**src/rtl/mc_ctrl_pkg.sv**
```systemverilog
// Shared encodings for the multi-cycle MIPS control path: FSM state
// encoding, opcode constants, alu_op / pc_src / alu_src_b codes, the
// bundled control-word struct, and the DECODE dispatch helper.
package mc_ctrl_pkg;

  typedef enum logic [3:0] {
    ST_RESET, ST_FETCH, ST_DECODE, ST_MEM_ADDR, ST_MEM_READ, ST_MEM_WB,
    ST_MEM_WRITE, ST_EXEC_R, ST_R_WB, ST_EXEC_I, ST_I_WB, ST_BRANCH,
    ST_JUMP, ST_ILLEGAL, ST_FAULT
  } state_e;

  localparam logic [5:0] OP_R    = 6'b000000;
  localparam logic [5:0] OP_LW   = 6'b100011;
  localparam logic [5:0] OP_SW   = 6'b101011;
  localparam logic [5:0] OP_BEQ  = 6'b000100;
  localparam logic [5:0] OP_BNE  = 6'b000101;
  localparam logic [5:0] OP_J    = 6'b000010;
  localparam logic [5:0] OP_ADDI = 6'b001000;
  localparam logic [5:0] OP_ANDI = 6'b001100;
  localparam logic [5:0] OP_ORI  = 6'b001101;
  localparam logic [5:0] OP_SLTI = 6'b001010;

  localparam logic [1:0] ALU_ADD   = 2'b00;
  localparam logic [1:0] ALU_SUB   = 2'b01;
  localparam logic [1:0] ALU_FUNCT = 2'b10;
  localparam logic [1:0] ALU_IMM   = 2'b11;

  localparam logic [1:0] PCSRC_ALU    = 2'b00;
  localparam logic [1:0] PCSRC_ALUOUT = 2'b01;
  localparam logic [1:0] PCSRC_JUMP   = 2'b10;

  localparam logic [1:0] SRCB_REG     = 2'b00;
  localparam logic [1:0] SRCB_FOUR    = 2'b01;
  localparam logic [1:0] SRCB_IMM     = 2'b10;
  localparam logic [1:0] SRCB_IMM_SH2 = 2'b11;

  typedef struct packed {
    logic       pc_write;
    logic       pc_write_cond;
    logic       branch_ne;
    logic [1:0] pc_src;
    logic       iord;
    logic       mem_read;
    logic       mem_write;
    logic       ir_write;
    logic       reg_dst;
    logic       mem_to_reg;
    logic       reg_write;
    logic       alu_src_a;
    logic [1:0] alu_src_b;
    logic [1:0] alu_op;
    logic       illegal;
    logic       fault;
  } ctrl_t;

  // Where DECODE goes for a given opcode; anything unrecognised traps so an
  // unknown opcode can never reach an execute state.
  function automatic state_e decode_op(input logic [5:0] op);
    case (op)
      OP_R:                             decode_op = ST_EXEC_R;
      OP_LW, OP_SW:                     decode_op = ST_MEM_ADDR;
      OP_BEQ, OP_BNE:                   decode_op = ST_BRANCH;
      OP_J:                             decode_op = ST_JUMP;
      OP_ADDI, OP_ANDI, OP_ORI, OP_SLTI: decode_op = ST_EXEC_I;
      default:                          decode_op = ST_ILLEGAL;
    endcase
  endfunction

endpackage

```
**src/rtl/mc_wait_timer.sv**
```systemverilog
// Saturating memory-wait counter.
//   i_clk      clock
//   i_reset    synchronous active-high reset (count -> 0)
//   i_clr      synchronous clear (state change)
//   i_inc      count one more wait cycle
//   o_expired  count has reached MAX_WAIT (never asserts when MAX_WAIT==0)
module mc_wait_timer #(
  parameter int WAIT_W   = 4,
  parameter int MAX_WAIT = 15
) (
  input  logic i_clk,
  input  logic i_reset,
  input  logic i_clr,
  input  logic i_inc,
  output logic o_expired
);

  logic [WAIT_W-1:0] r_count;

  always_ff @(posedge i_clk) begin
    if (i_reset || i_clr)
      r_count <= '0;
    else if (i_inc && (r_count != '1))  // saturate, never wrap
      r_count <= r_count + WAIT_W'(1);
  end

  assign o_expired = (MAX_WAIT != 0) && (r_count == WAIT_W'(MAX_WAIT));

endmodule

```
**src/rtl/multicycle_control.sv**
```systemverilog
// Multi-cycle MIPS main control FSM.
// Sequences FETCH/DECODE/EXEC/MEM/WB per instruction, traps undefined
// opcodes and faults (sticky) when a memory access waits too long.
//   clk, reset         clock, synchronous active-high reset
//   opcode             IR[31:26], stable from DECODE to instruction end
//   mem_ready          memory accepted/completed the current access
//   pc_write/_cond     PC load (unconditional / on branch condition)
//   branch_ne          branch on zero==0 (bne) instead of zero==1
//   pc_src, iord       PC source select, memory address select
//   mem_read/mem_write memory requests; ir_write IR load
//   reg_dst, mem_to_reg, reg_write   register-file write path
//   alu_src_a/b, alu_op              ALU operand and operation select
//   illegal            one-cycle pulse on undefined opcode
//   fault              sticky memory timeout, cleared only by reset
module multicycle_control
  import mc_ctrl_pkg::*;
#(
  parameter int OPCODE_W = 6,
  parameter int ALUOP_W  = 2,
  parameter int WAIT_W   = 4,
  parameter int MAX_WAIT = 15
) (
  input  logic                clk,
  input  logic                reset,
  input  logic [OPCODE_W-1:0] opcode,
  input  logic                mem_ready,
  output logic                pc_write,
  output logic                pc_write_cond,
  output logic                branch_ne,
  output logic [1:0]          pc_src,
  output logic                iord,
  output logic                mem_read,
  output logic                mem_write,
  output logic                ir_write,
  output logic                reg_dst,
  output logic                mem_to_reg,
  output logic                reg_write,
  output logic                alu_src_a,
  output logic [1:0]          alu_src_b,
  output logic [ALUOP_W-1:0]  alu_op,
  output logic                illegal,
  output logic                fault
);

  state_e     r_state;
  state_e     w_next;
  ctrl_t      w_ctl;
  logic [5:0] w_op;
  logic       w_expired;
  logic       w_wait_st;

  assign w_op = 6'(opcode);

  always_ff @(posedge clk) begin
    if (reset) r_state <= ST_RESET;
    else       r_state <= w_next;
  end

  // Only the three memory-handshake states accumulate wait cycles; any
  // state change restarts the count, so each access gets a fresh budget.
  assign w_wait_st = (r_state == ST_FETCH) || (r_state == ST_MEM_READ) ||
                     (r_state == ST_MEM_WRITE);

  mc_wait_timer #(.WAIT_W(WAIT_W), .MAX_WAIT(MAX_WAIT)) u_wait (
    .i_clk     (clk),
    .i_reset   (reset),
    .i_clr     (w_next != r_state),
    .i_inc     (w_wait_st && !mem_ready),
    .o_expired (w_expired)
  );

  // Next state. In wait states mem_ready is tested before the timeout so a
  // handshake landing on the last allowed cycle still completes normally.
  always_comb begin
    w_next = r_state;
    case (r_state)
      ST_RESET:     w_next = ST_FETCH;
      ST_FETCH:     if (mem_ready)      w_next = ST_DECODE;
                    else if (w_expired) w_next = ST_FAULT;
      ST_DECODE:    w_next = decode_op(w_op);
      ST_MEM_ADDR:  w_next = (w_op == OP_LW) ? ST_MEM_READ : ST_MEM_WRITE;
      ST_MEM_READ:  if (mem_ready)      w_next = ST_MEM_WB;
                    else if (w_expired) w_next = ST_FAULT;
      ST_MEM_WRITE: if (mem_ready)      w_next = ST_FETCH;
                    else if (w_expired) w_next = ST_FAULT;
      ST_EXEC_R:    w_next = ST_R_WB;
      ST_EXEC_I:    w_next = ST_I_WB;
      ST_MEM_WB, ST_R_WB, ST_I_WB,
      ST_BRANCH, ST_JUMP, ST_ILLEGAL:
                    w_next = ST_FETCH;
      ST_FAULT:     w_next = ST_FAULT;
      default:      w_next = ST_RESET;
    endcase
  end

  // Output decode: Moore, except the FETCH ir_write/pc_write which follow
  // mem_ready so IR and PC+4 load exactly on the completing cycle.
  always_comb begin
    w_ctl = '0;
    case (r_state)
      ST_FETCH: begin
        w_ctl.mem_read  = 1'b1;
        w_ctl.alu_src_b = SRCB_FOUR;
        w_ctl.alu_op    = ALU_ADD;
        w_ctl.ir_write  = mem_ready;
        w_ctl.pc_write  = mem_ready;
      end
      ST_DECODE: begin
        w_ctl.alu_src_b = SRCB_IMM_SH2;  // precompute branch target
        w_ctl.alu_op    = ALU_ADD;
      end
      ST_MEM_ADDR: begin
        w_ctl.alu_src_a = 1'b1;
        w_ctl.alu_src_b = SRCB_IMM;
        w_ctl.alu_op    = ALU_ADD;
      end
      ST_MEM_READ: begin
        w_ctl.mem_read = 1'b1;
        w_ctl.iord     = 1'b1;
      end
      ST_MEM_WB: begin
        w_ctl.mem_to_reg = 1'b1;
        w_ctl.reg_write  = 1'b1;
      end
      ST_MEM_WRITE: begin
        w_ctl.mem_write = 1'b1;
        w_ctl.iord      = 1'b1;
      end
      ST_EXEC_R: begin
        w_ctl.alu_src_a = 1'b1;
        w_ctl.alu_src_b = SRCB_REG;
        w_ctl.alu_op    = ALU_FUNCT;
      end
      ST_R_WB: begin
        w_ctl.reg_dst   = 1'b1;
        w_ctl.reg_write = 1'b1;
      end
      ST_EXEC_I: begin
        w_ctl.alu_src_a = 1'b1;
        w_ctl.alu_src_b = SRCB_IMM;
        w_ctl.alu_op    = ALU_IMM;
      end
      ST_I_WB: begin
        w_ctl.reg_write = 1'b1;
      end
      ST_BRANCH: begin
        w_ctl.alu_src_a     = 1'b1;
        w_ctl.alu_src_b     = SRCB_REG;
        w_ctl.alu_op        = ALU_SUB;
        w_ctl.pc_write_cond = 1'b1;
        w_ctl.pc_src        = PCSRC_ALUOUT;
        w_ctl.branch_ne     = (w_op == OP_BNE);
      end
      ST_JUMP: begin
        w_ctl.pc_write = 1'b1;
        w_ctl.pc_src   = PCSRC_JUMP;
      end
      ST_ILLEGAL: w_ctl.illegal = 1'b1;  // PC already advanced in FETCH
      ST_FAULT:   w_ctl.fault   = 1'b1;
      default:    w_ctl = '0;
    endcase
  end

  assign pc_write      = w_ctl.pc_write;
  assign pc_write_cond = w_ctl.pc_write_cond;
  assign branch_ne     = w_ctl.branch_ne;
  assign pc_src        = w_ctl.pc_src;
  assign iord          = w_ctl.iord;
  assign mem_read      = w_ctl.mem_read;
  assign mem_write     = w_ctl.mem_write;
  assign ir_write      = w_ctl.ir_write;
  assign reg_dst       = w_ctl.reg_dst;
  assign mem_to_reg    = w_ctl.mem_to_reg;
  assign reg_write     = w_ctl.reg_write;
  assign alu_src_a     = w_ctl.alu_src_a;
  assign alu_src_b     = w_ctl.alu_src_b;
  assign alu_op        = ALUOP_W'(w_ctl.alu_op);
  assign illegal       = w_ctl.illegal;
  assign fault         = w_ctl.fault;

endmodule

```
**config.mk**
```make
export PLATFORM = sky130hd
export DESIGN_NAME = multicycle_control
export DESIGN_NICKNAME = d
export VERILOG_FILES = /design/src/rtl/mc_ctrl_pkg.sv /design/src/rtl/mc_wait_timer.sv /design/src/rtl/multicycle_control.sv
export SDC_FILE = /design/constraint.sdc
export NUM_CORES = 1
export LEC_CHECK = 0
export BUFFER_PORTS_ARGS = -buffer_cell sky130_fd_sc_hd__buf_4
export CORE_AREA = 2 2 53 55
export DETAILED_ROUTE_END_ITERATION = 10
export DIE_AREA = 0 0 55 57
export PLACE_DENSITY_LB_ADDON = 0.2
export SYNTH_ARGS = -nofsm -noshare
export SYNTH_HDL_FRONTEND = slang
export SYNTH_SLANG_ARGS = --single-unit
```
**constraint.sdc**
```tcl
create_clock -name clk -period 5.9 [get_ports clk]
set_input_delay 1.18 -clock clk [delete_from_list [all_inputs] [get_ports clk]]
set_output_delay 1.18 -clock clk [all_outputs]
set_load 0.005 [all_outputs]
```
==> impl_summary.md, run 1 <==
Outcome
The flow ran to the end, and the final reports show no timing, DRC or antenna violations.

Global route
Entering global routing, the biggest net connects 25 pins. Global routing used 19.3% of the available tracks. The number of antenna violations at the first check in global routing was 0. The first global-routing pass estimated ~4500 microns of wire. The total grt overflow is 0. The via count of the first global-routing pass is between 1,000 and 1,500.

Clock network
The clock slew at the register clock pins of the worst setup and hold paths is approximately 0.050 ns. The number of buffers added for setup after CTS is 0. Buffers inserted during clock tree synthesis total 3.

In this run, post-CTS hold repair placed 0 buffers. Clock tree synthesis found a total of 8 sinks. CTS built an H-tree with a depth of 1. Counting along the longest clock path gives a buffer depth of 2. In this run the clock root is driven by a clkbuf_4. The number of cells upsized or downsized after cts is 0. TritonCTS built the clock tree. The latest clock arrival within the worst-skew pair is 0.25 ns.

Layout
Cells with a size suffix above 1 make up a little under a quarter of the layout. The synthesis-to-finish area growth is 22.9%. The number of filler cells placed in the layout is ~270. For this run, the post-layout net count is between 150 and 200. The number of antenna repair diodes is 0.

Power
The worst ir drop on vdd is 0.000158 V. The leakage power is 0.469 nW. The power per cell area is around 250 nW/um^2.

Timing
On the final layout, the worst hold slack is 0.676 ns. After routing, the total negative slack on setup checks comes to 0 ns. The max-slew violation total from the final report is 0. At the pin with the least slew margin, the transition time is approximately 0.75 ns. The maximum clock frequency is between 0.2 and 0.3 GHz. After layout, the worst path uses roughly 60% of the clock period. The number of hold violations in the final report is 0. The final clock skew is roughly 0.0037 ns. Setup repair after global routing left no endpoint under its margin.

The worst pin sits at a relative slew slack of 50.2%. The final critical path time including I/O delays and setup is around 3.5 ns. Setup violations remaining at the end of the flow were counted as 0.

Synthesis
The commonest register cell after synthesis is dfxtp_1. After synthesis, the netlist uses 53 different library cells. The synthesized design contains 0 enable-type register cells.

The synthesized area per cell is 6.97 sq um. The synthesis warning total is 0. Sequential elements use ~16% of the synthesized area. In the synthesized netlist, the number of instances is between 100 and 150. The synthesized netlist occupies a cell area of ~1000 sq um. After synthesis, the largest area contributor takes up between 10% and 20% of total cell area. The net count of the mapped netlist is between 150 and 200. For this run, asynchronously set or reset flops after synthesis account for 0%.

Ranked by total cell area, the synthesized netlist is headed by dfxtp_1 (16%), nor2_1 (6.1%), nand2b_1 (4.4%), nand2_1 (3.8%), a21oi_1 (3.5%). The number of flip-flops and latches in the synthesized netlist is 8. Of all cell types, the one taking the most synthesized area is dfxtp_1.

Floorplan
The die outline area is approximately 3100 sq um. For this configuration, the core starts out at a cell density of between 30% and 40%. The number of top-level design ports is 28. The number of standard-cell rows in the floorplan is 19. The die is 57 microns tall.

The core region area is approximately 2600 sq um. The die span in x is around 55 microns.

Placed design
The HPWL after detailed placement is between 2000 and 2500 microns. The count of buffers added on input and output ports is 27. Routability-driven placement finished with a final weighted congestion of roughly 0.81.

Setup path
The register-to-register setup slack is 3.51 ns. The start of the worst register-to-register path is r_state[0]. Along the worst path, the maximum fanout reaches 8. For the worst setup path, the data required time is between 4 and 5 ns.

The number of cell instances on the worst register-to-register path is 5. The category of the critical setup timing path is in2out. The sort of element at the end of the critical path is an output port. Data arrives at the worst endpoint at between 2 and 2.5 ns.

The startpoint type of the worst setup path is an input port. The capture point of the worst reg-to-reg path is u_wait.r_count[2].

Route
In this run the remaining antenna-violating nets after routing total 0. The number of iterations in the first detailed-routing pass is 4. The final routed wirelength across all metal layers is 2960 microns. In this run, the number of DRC markers left after iteration 0 of detailed routing was 30. In the detailed route, the total length drawn on met3 is 181 microns.

The routed via count is approximately 1,200. The detailed-route wire length on metal 1 is between 1000 and 1500 microns. Dividing the detail-routed wire length by the instance count gives about 15 microns. The DRC violation count after routing is 0. Wire segments on met2 add up to 1460 microns in the final route. In the routed layout, each cell is associated on average with a via count of slightly above 6. After detailed routing, no signal wire sits above met3.

Min path
In this run the most critical hold path is launched from u_wait.r_count[0]. The worst hold path was traced through 3 stages. The worst hold path terminates at u_wait.r_count[0].

In this run the worst hold path is classified as reg2reg.

Job
Max-cap violations in this run came to 0.
state kept, by name (all words and copies together), names as in the netlist:
register	count
u_wait.r_count	4
r_state	4
worst max-delay path, stage by stage:
cell and delay [ns]:
buf_4 0.14, or4b_4 0.54, nor4b_1 0.34, buf_4 0.17
per-stage QoR:
stage	total power [mW]	worst slack, ns	utilization (%)	area [sq um]	cells
after floorplan	0.202	2.68	-	990	142
after global placement	0.261	2.42	45.6	1190	191
after detailed placement	0.264	2.39	45.6	1190	191
after CTS	0.305	2.38	46.5	1220	194
after global routing	0.330	2.37	46.5	1220	194
final	0.305	2.35	46.5	1220	194
worst max path at each step:
stage	slack [ns]	start	end	cells after the start
floorplan	2.68	opcode[1]	branch_ne	2
global placement	2.42	opcode[1]	branch_ne	4
detailed placement	2.39	opcode[1]	branch_ne	4
CTS	2.38	opcode[1]	branch_ne	4
global route	2.37	opcode[1]	branch_ne	4
finish	2.35	opcode[1]	branch_ne	4
synthesized netlist by cell type, types with 2 or more instances:
master,number
a211oi_1,4
a21boi_0,2
a21o_1,2
a21oi_1,7
a311oi_1,2
a31oi_1,3
buf_1,2
clkbuf_1,6
dfxtp_1,8
inv_1,4
nand2_1,10
nand2b_1,7
nand3_1,5
nand4_1,2
nor2_1,16
nor2b_1,2
nor3_1,7
nor3b_1,3
nor4_1,5
o211ai_1,3
o21a_1,2
o21ai_0,7
o31ai_1,2
or2_2,2
cell usage in the layout (no fill, tap or decap), types with 2 or more instances in the layout:
| master | n |
|---|---|
| buf_4 | 27 |
| nor2_1 | 16 |
| nand2_1 | 10 |
| dfxtp_1 | 8 |
| nand2b_1 | 7 |
| nor3_1 | 7 |
| o21ai_0 | 7 |
| a21oi_1 | 7 |
| nor4_1 | 5 |
| nand3_1 | 5 |
| inv_1 | 4 |
| a211oi_1 | 4 |
| nor3b_1 | 3 |
| o211ai_1 | 3 |
| a31oi_1 | 3 |
| clkbuf_4 | 3 |
| a21boi_0 | 2 |
| or2_2 | 2 |
| nor2b_1 | 2 |
| a311oi_1 | 2 |
| nand4_1 | 2 |
| o31ai_1 | 2 |
| a21o_1 | 2 |
| o21a_1 | 2 |
cell type report:
cell class	count	area, sq um	share of cell area [%]
inverters	5	18.8	1.54
repair buffers	27	203	16.7
flip-flops and latches	8	160	13.2
multi-input cells	120	773	63.6
well taps	31	38.8	3.19
clock buffers	3	22.5	1.85
cell families after synthesis:
group                    synth area share [%]
adder cells (fa/ha/maj)                  1.26
XOR/XNOR                                 1.77
multiplexers                             2.15
flip-flops                               16.2
AND/OR/NAND/NOR                          40.6
AO/OA/AOI/OAI                            32.4
buffers and inverters                    5.69
layer usage:
layer / up-vias / global-route usage, %
met5: - / 0
met4: 0 / 3.83
met3: 0 / 4.19
met2: 44 / 31.0
met1: 543 / 26.3
li1: 592 / -
power breakdown:
part	leakage (nW)	internal, mW	switching, mW
Combinational	0.390	0.0821	0.0856
Clock	0.0138	0.0231	0.0167
Sequential	0.0651	0.0612	0.0361
Total	0.469	0.166	0.138
No activity file was read; power rests on OpenSTA's default activity.
==> run 2: changes to the inputs <==
Clock period 5.9 ns to 3 ns, I/O delays scaled along.
==> impl_summary.md, run 2 (same netlist as run 1, synthesis figures left out) <==
Global route
The pin count of the biggest net entering global routing is 25. The number of antenna violations at the first check in global routing came to 0. The overall fraction of global-route tracks in use is 21.1%.

The via count of the first global-routing pass is between 1,000 and 1,500. The first global-routing pass estimated 4960 microns of wire. The total grt overflow is 0.

Route
For this run, design rule violations remaining after detail routing come to 0. The antenna violation net count after detailed routing is 0. The count of routing violations after the opening detailed-route iteration is 38. Dividing the detail-routed wire length by the instance count gives approximately 15 microns. The routed via count is roughly 1,200. Wires add up to roughly 2900 microns. Using the TritonRoute via totals, the vias-per-cell ratio works out to 6.09. The number of iterations in the first detailed-routing pass is 4.

Layout
The leading cell type in the layout, fill and taps excluded is buf_4. The largest registers in the layout are r_state (4), u_wait.r_count (4). The net count of the finished layout is between 150 and 200.

The top cell types in the final layout, fill and taps aside, are buf_4 (29), nor2_1 (16), nand2_1 (10). The fraction of final layout cells with drive strength greater than 1 is 24.8%. After routing the design area is about 1200 sq um. The number of filler cells placed in the layout is 280. The repair_antennas step left the layout with diodes totalling 0.

Compared with the post-synthesis result, the final layout area differs by 24.4%.

Timing
The count of endpoints failing setup in the final report is 0. The setup TNS is 0 ns. The final clock skew is roughly 0.011 ns. The max-slew violation total from the final report is 0. The final critical path takes up 84.4% of the cycle.

At the pin with the least slew margin, the transition time is between 0.7 and 0.8 ns. The final critical path time including I/O delays and setup is between 2 and 3 ns. Measured against its own limit, the worst slew margin works out to ~47%. Static timing analysis puts the maximum clock frequency at around 0.39 GHz.

The number of hold violations in the final report is 0. Setup repair after global routing left no endpoint under its margin.

Setup path
The startpoint type of the worst setup path is a flop. The capture point of the worst reg-to-reg path is u_wait.r_count[3]. The register-to-register setup slack is approximately 0.66 ns. The start of the worst register-to-register path is r_state[0]. Tracing the worst setup path back leads to its startpoint at r_state[2]. The critical path is of the reg2out type. The endpoint of the worst setup timing path is pc_write. The number of cell instances on the worst register-to-register path is 5. The arrival time at the worst endpoint is ~1.9 ns. For the worst setup path, the data required time is ~2.4 ns. The worst setup path is captured at an output port. The maximum net fanout on the critical path is 24.

Floorplan
The core region area is around 2600 sq um. The height of the chip is around 57 microns. The number of top-level design ports is 28. The die span in x is between 50 and 60 microns.

The die outline area is 3140 sq um. The number of standard-cell rows in the floorplan is 19. The initial utilization of the core area, before any placement, comes to 37.8%.

Power
The worst ir drop on vdd is between 0.0003 and 0.0004 V. The power per cell area is approximately 500 nW/um^2. The leakage power is 0.478 nW.

Placed design
The HPWL after detailed placement is around 2200 microns. The placed instances occupy a cell area of about 1200 sq um. The final weighted congestion of routability-driven global placement is approximately 0.84.

The number of buffers inserted by port buffering is 27.

Min path
The worst hold path belongs to the class reg2reg. The worst hold path begins at u_wait.r_count[0].

Clock network
The latest clock arrival within the worst-skew pair is ~0.26 ns. The H-tree depth is 1. The number of clock buffers added by TritonCTS is 3.

The number of buffers on the longest clock path is 2. The number of buffers added for setup after CTS is 0. The clock drives 8 sinks. After clock tree synthesis, the clock-pin slew on the worst setup and hold paths is about 0.050 ns. The number of cells upsized or downsized after cts is 0.

The clock tree root driver cell is clkbuf_4. TritonCTS built the clock tree. The number of hold buffers added after CTS was 0.

Outcome
The run finished with clean final reports.

Job
The number of maximum-capacitance constraint violations is 0.
[run 2: worst min-delay path by stage]
stage	endpoint	slack [ns]	cells past startpoint
global placement	u_wait.r_count[0]	0.61	3
detailed placement	u_wait.r_count[0]	0.59	3
finish	u_wait.r_count[0]	0.61	3
floorplan	u_wait.r_count[0]	0.56	3
CTS	u_wait.r_count[0]	0.61	3
global route	u_wait.r_count[0]	0.64	3
[run 2: through the flow]
stage / hold slack (ns) / worst slack [ns] / instances / power [mW] / utilization [%]
detailed placement: 0.592 / 0.635 / 193 / 0.525 / 46.2
floorplan: 0.560 / 0.887 / 142 / 0.397 / -
global route: 0.636 / 0.322 / 196 / 0.663 / 47.1
finish: 0.609 / 0.467 / 196 / 0.610 / 47.1
CTS: 0.608 / 0.462 / 196 / 0.611 / 47.1
global placement: 0.609 / 0.682 / 193 / 0.523 / 46.2
[run 2: cell type report]
class,count,area [sq um],area share (%)
Tap cell,31,38.8,3.15
Clock buffer,3,22.5,1.83
Inverter,5,18.8,1.52
Sequential cell,8,160,13.0
Multi-Input combinational cell,120,773,62.8
Timing Repair Buffer,29,218,17.7
[run 2: worst max-delay path, stage by stage (launching register included)]
cell and delay (ns):
dfxtp_1 0.82, nand2_1 0.34, nor3_1 0.26, or2_2 0.15, buf_4 0.10
[run 2: report_power, final]
group	switching, mW	internal, mW
combinational	0.167	0.168
clock	0.0391	0.0460
sequential	0.0696	0.120
total	0.276	0.334
[run 2: layer usage]
layer | track usage [%] | share of wire [%] | wire length [microns]
met1 | 28.7 | 47 | 1370
met2 | 32.8 | 47 | 1370
met3 | 4.19 | 5.3 | 157
met4 | 7.67 | 1.4 | 40
met5 | 0 | 0 | 0
==> run 3: changes to the inputs <==
Clock period 3 ns to 2.2 ns, I/O delays scaled along.
==> impl_summary.md, run 3 (same netlist as run 1, synthesis figures left out) <==
Outcome
The run finished with clean final reports.

Timing
Setup repair after global routing left no endpoint under its margin. The maximum clock frequency is about 0.5 GHz. The max-slew violation total from the final report was 0.

Across all hold checks on the routed design, the worst slack comes to about 0.60 ns. Of the available clock period, the critical path in the final layout requires about nine tenths. The count of endpoints failing setup in the final report is 0.

Headroom to the max-slew limit came out at 62.8%. The final clock skew is 0.00744 ns. The setup TNS is 0 ns.

The number of hold violations in the final report is 0. The final critical path time including I/O delays and setup is slightly above 2 ns. At the pin with the least slew margin, the transition time is between 0.5 and 0.6 ns. The worst setup slack after layout is approximately 0.19 ns.

Setup path
The register-to-register setup slack is 0.19 ns. Along the worst path, the maximum fanout reaches 14. The endpoint of the worst setup timing path is u_wait.r_count[3]. The arrival time at the worst endpoint is between 2 and 2.5 ns. The capture point of the worst reg-to-reg path is u_wait.r_count[3]. The launching instance or port of the critical path is r_state[0].

The startpoint type of the worst setup path is a flop. The sort of element at the end of the critical path is a flop. The worst register-to-register path has a depth of 4. In this run the critical register-to-register path is launched from r_state[0]. Data on the critical path is required at its endpoint by roughly 2.4 ns.

The category of the critical setup timing path is reg2reg.

Power
The overall power after layout is 0.894 mW. For this design the ratio of total power to cell area is between 600 and 700 nW/um^2. The worst ir drop on vdd is 0.000422 V. In this run the static leakage power is around 0.53 nW.

Route
The count of routing violations after the opening detailed-route iteration is 48. The first TritonRoute pass finished after 4 iterations. Dividing the detail-routed via count by the number of cells gives 6.11. In the final routed layout, each cell accounts on average for about 15 microns. Summed over all layers, the routed wires come to 3180 microns. For this block, the via count after detailed routing is about 1,300.

The DRC violation count after routing is 0. In this run the remaining antenna-violating nets after routing total 0.

Layout
The net count of the finished layout is 187. From synthesis to final layout, the design area changed by 33.1%. The finished layout holds 206 standard cells, fillers aside.

The library cells used most frequently in the layout, excluding fill and tap cells, are buf_4 (39), nor2_1 (15), nand2_1 (10). In the final layout, the registers with the most flip-flops are r_state (4), u_wait.r_count (4). The fraction of final layout cells with drive strength greater than 1 is 31.4%. At the end of the flow the core is filled with cells to slightly above 50%. After routing the design area is ~1300 sq um.

The number of filler cells placed in the layout is 263. The leading cell type in the layout, fill and taps excluded is buf_4. The number of antenna repair diodes is 0.

Clock network
The number of buffers on the longest clock path is 2. Clock-pin slew was measured on the worst setup and hold paths at 0.05 ns. The latest clock arrival within the worst-skew pair is 0.25 ns. CTS placed an instance of clkbuf_4 at the clock tree root. The number of clock sinks is 8. The TritonCTS buffer count is 3. The H-tree depth is 1. The clock tree from TritonCTS is done. The number of buffers added for setup after CTS is 0.

Global route
The global-route wire length before repair is between 4000 and 5000 microns. For this run, the total global-route usage over all layers was measured as a little over a fifth. Entering global routing, the biggest net connects 15 pins. The via count of the first global-routing pass was 1,054. The total grt overflow is 0.

The number of antenna violations at the first check in global routing is 0.

Floorplan
In this run the count of I/O pins placed on the die edge is 28. The core region area is about 2600 sq um. The initial utilization of the core area, before any placement, comes to between 30% and 40%. The die is ~57 microns tall. The die outline area is 3140 sq um. In this run the horizontal extent of the chip is around 55 microns.

The number of standard-cell rows in the floorplan is 19.

Placed design
The HPWL after detailed placement is between 2000 and 3000 microns. Once placement completed, the tool counted placed cells totaling 203. In this run the tool buffered the top-level ports with 27 buffer cells.

Before CTS, the worst setup slack after placement is between 0.004 and 0.005 ns. Routability-driven placement finished with a final weighted congestion of between 0.8 and 0.9. Once placement finished, the instance area stood at around 1300 sq um.

Job
The number of maximum-capacitance constraint violations is 0.

Min path
In this run the worst hold path is classified as in2reg.
## run 3: changes by cell type in the layout (fill, tap and decap cells not counted)
cell     before  now
nor4b_1       1    0
dfxtp_2       0    2
nor2_1       16   15
dfxtp_1       8    6
buf_4        29   39
nor2_2        0    1
nor4b_2       0    1
## run 3: per-layer routing
metal	share of wire, %	GRT usage (%)	up-vias
li1	-	-	616
met1	44	28.3	593
met2	49	34.2	43
met3	5.6	6.02	6
met4	1.7	5.57	0
met5	0	0	-
## run 3: timing repair
| action | CTS | global route |
|---|---|---|
| setup endpoints to repair | 0 | 6 |
| gates resized for setup | 0 | 4 |
| hold buffers | 0 | 0 |
## run 3: how the worst min path moves through the flow
stage | cells after the start | from | end | slack [ns]
2_1_floorplan | 3 | u_wait.r_count[0] | u_wait.r_count[0] | 0.56
3_3_place_gp | 3 | u_wait.r_count[0] | u_wait.r_count[0] | 0.61
3_5_place_dp | 3 | u_wait.r_count[0] | u_wait.r_count[0] | 0.61
4_1_cts | 4 | reset | u_wait.r_count[0] | 0.60
5_1_grt | 4 | reset | u_wait.r_count[1] | 0.61
6_report | 4 | reset | u_wait.r_count[0] | 0.60
## run 3: critical path, cell delays in order (launching register included)
cell and delay [ns]:
dfxtp_2 0.39, or4b_1 0.56, a211oi_1 0.39, o211ai_1 0.24, nor4_1 0.33
## run 3: report_power, final
| group | switching, mW | internal [mW] |
|---|---|---|
| registers | 0.0483 | 0.167 |
| logic | 0.296 | 0.274 |
| clock network | 0.0467 | 0.0622 |
| total | 0.390 | 0.503 |
## run 3: final cells by class
type / instances / area [sq um] / area share (%)
Multi-Input combinational cell: 120 / 782 / 59.4
Timing Repair Buffer: 39 / 293 / 22.2
Sequential cell: 8 / 163 / 12.3
Tap cell: 31 / 38.8 / 2.94
Clock buffer: 3 / 22.5 / 1.71
Inverter: 5 / 18.8 / 1.42
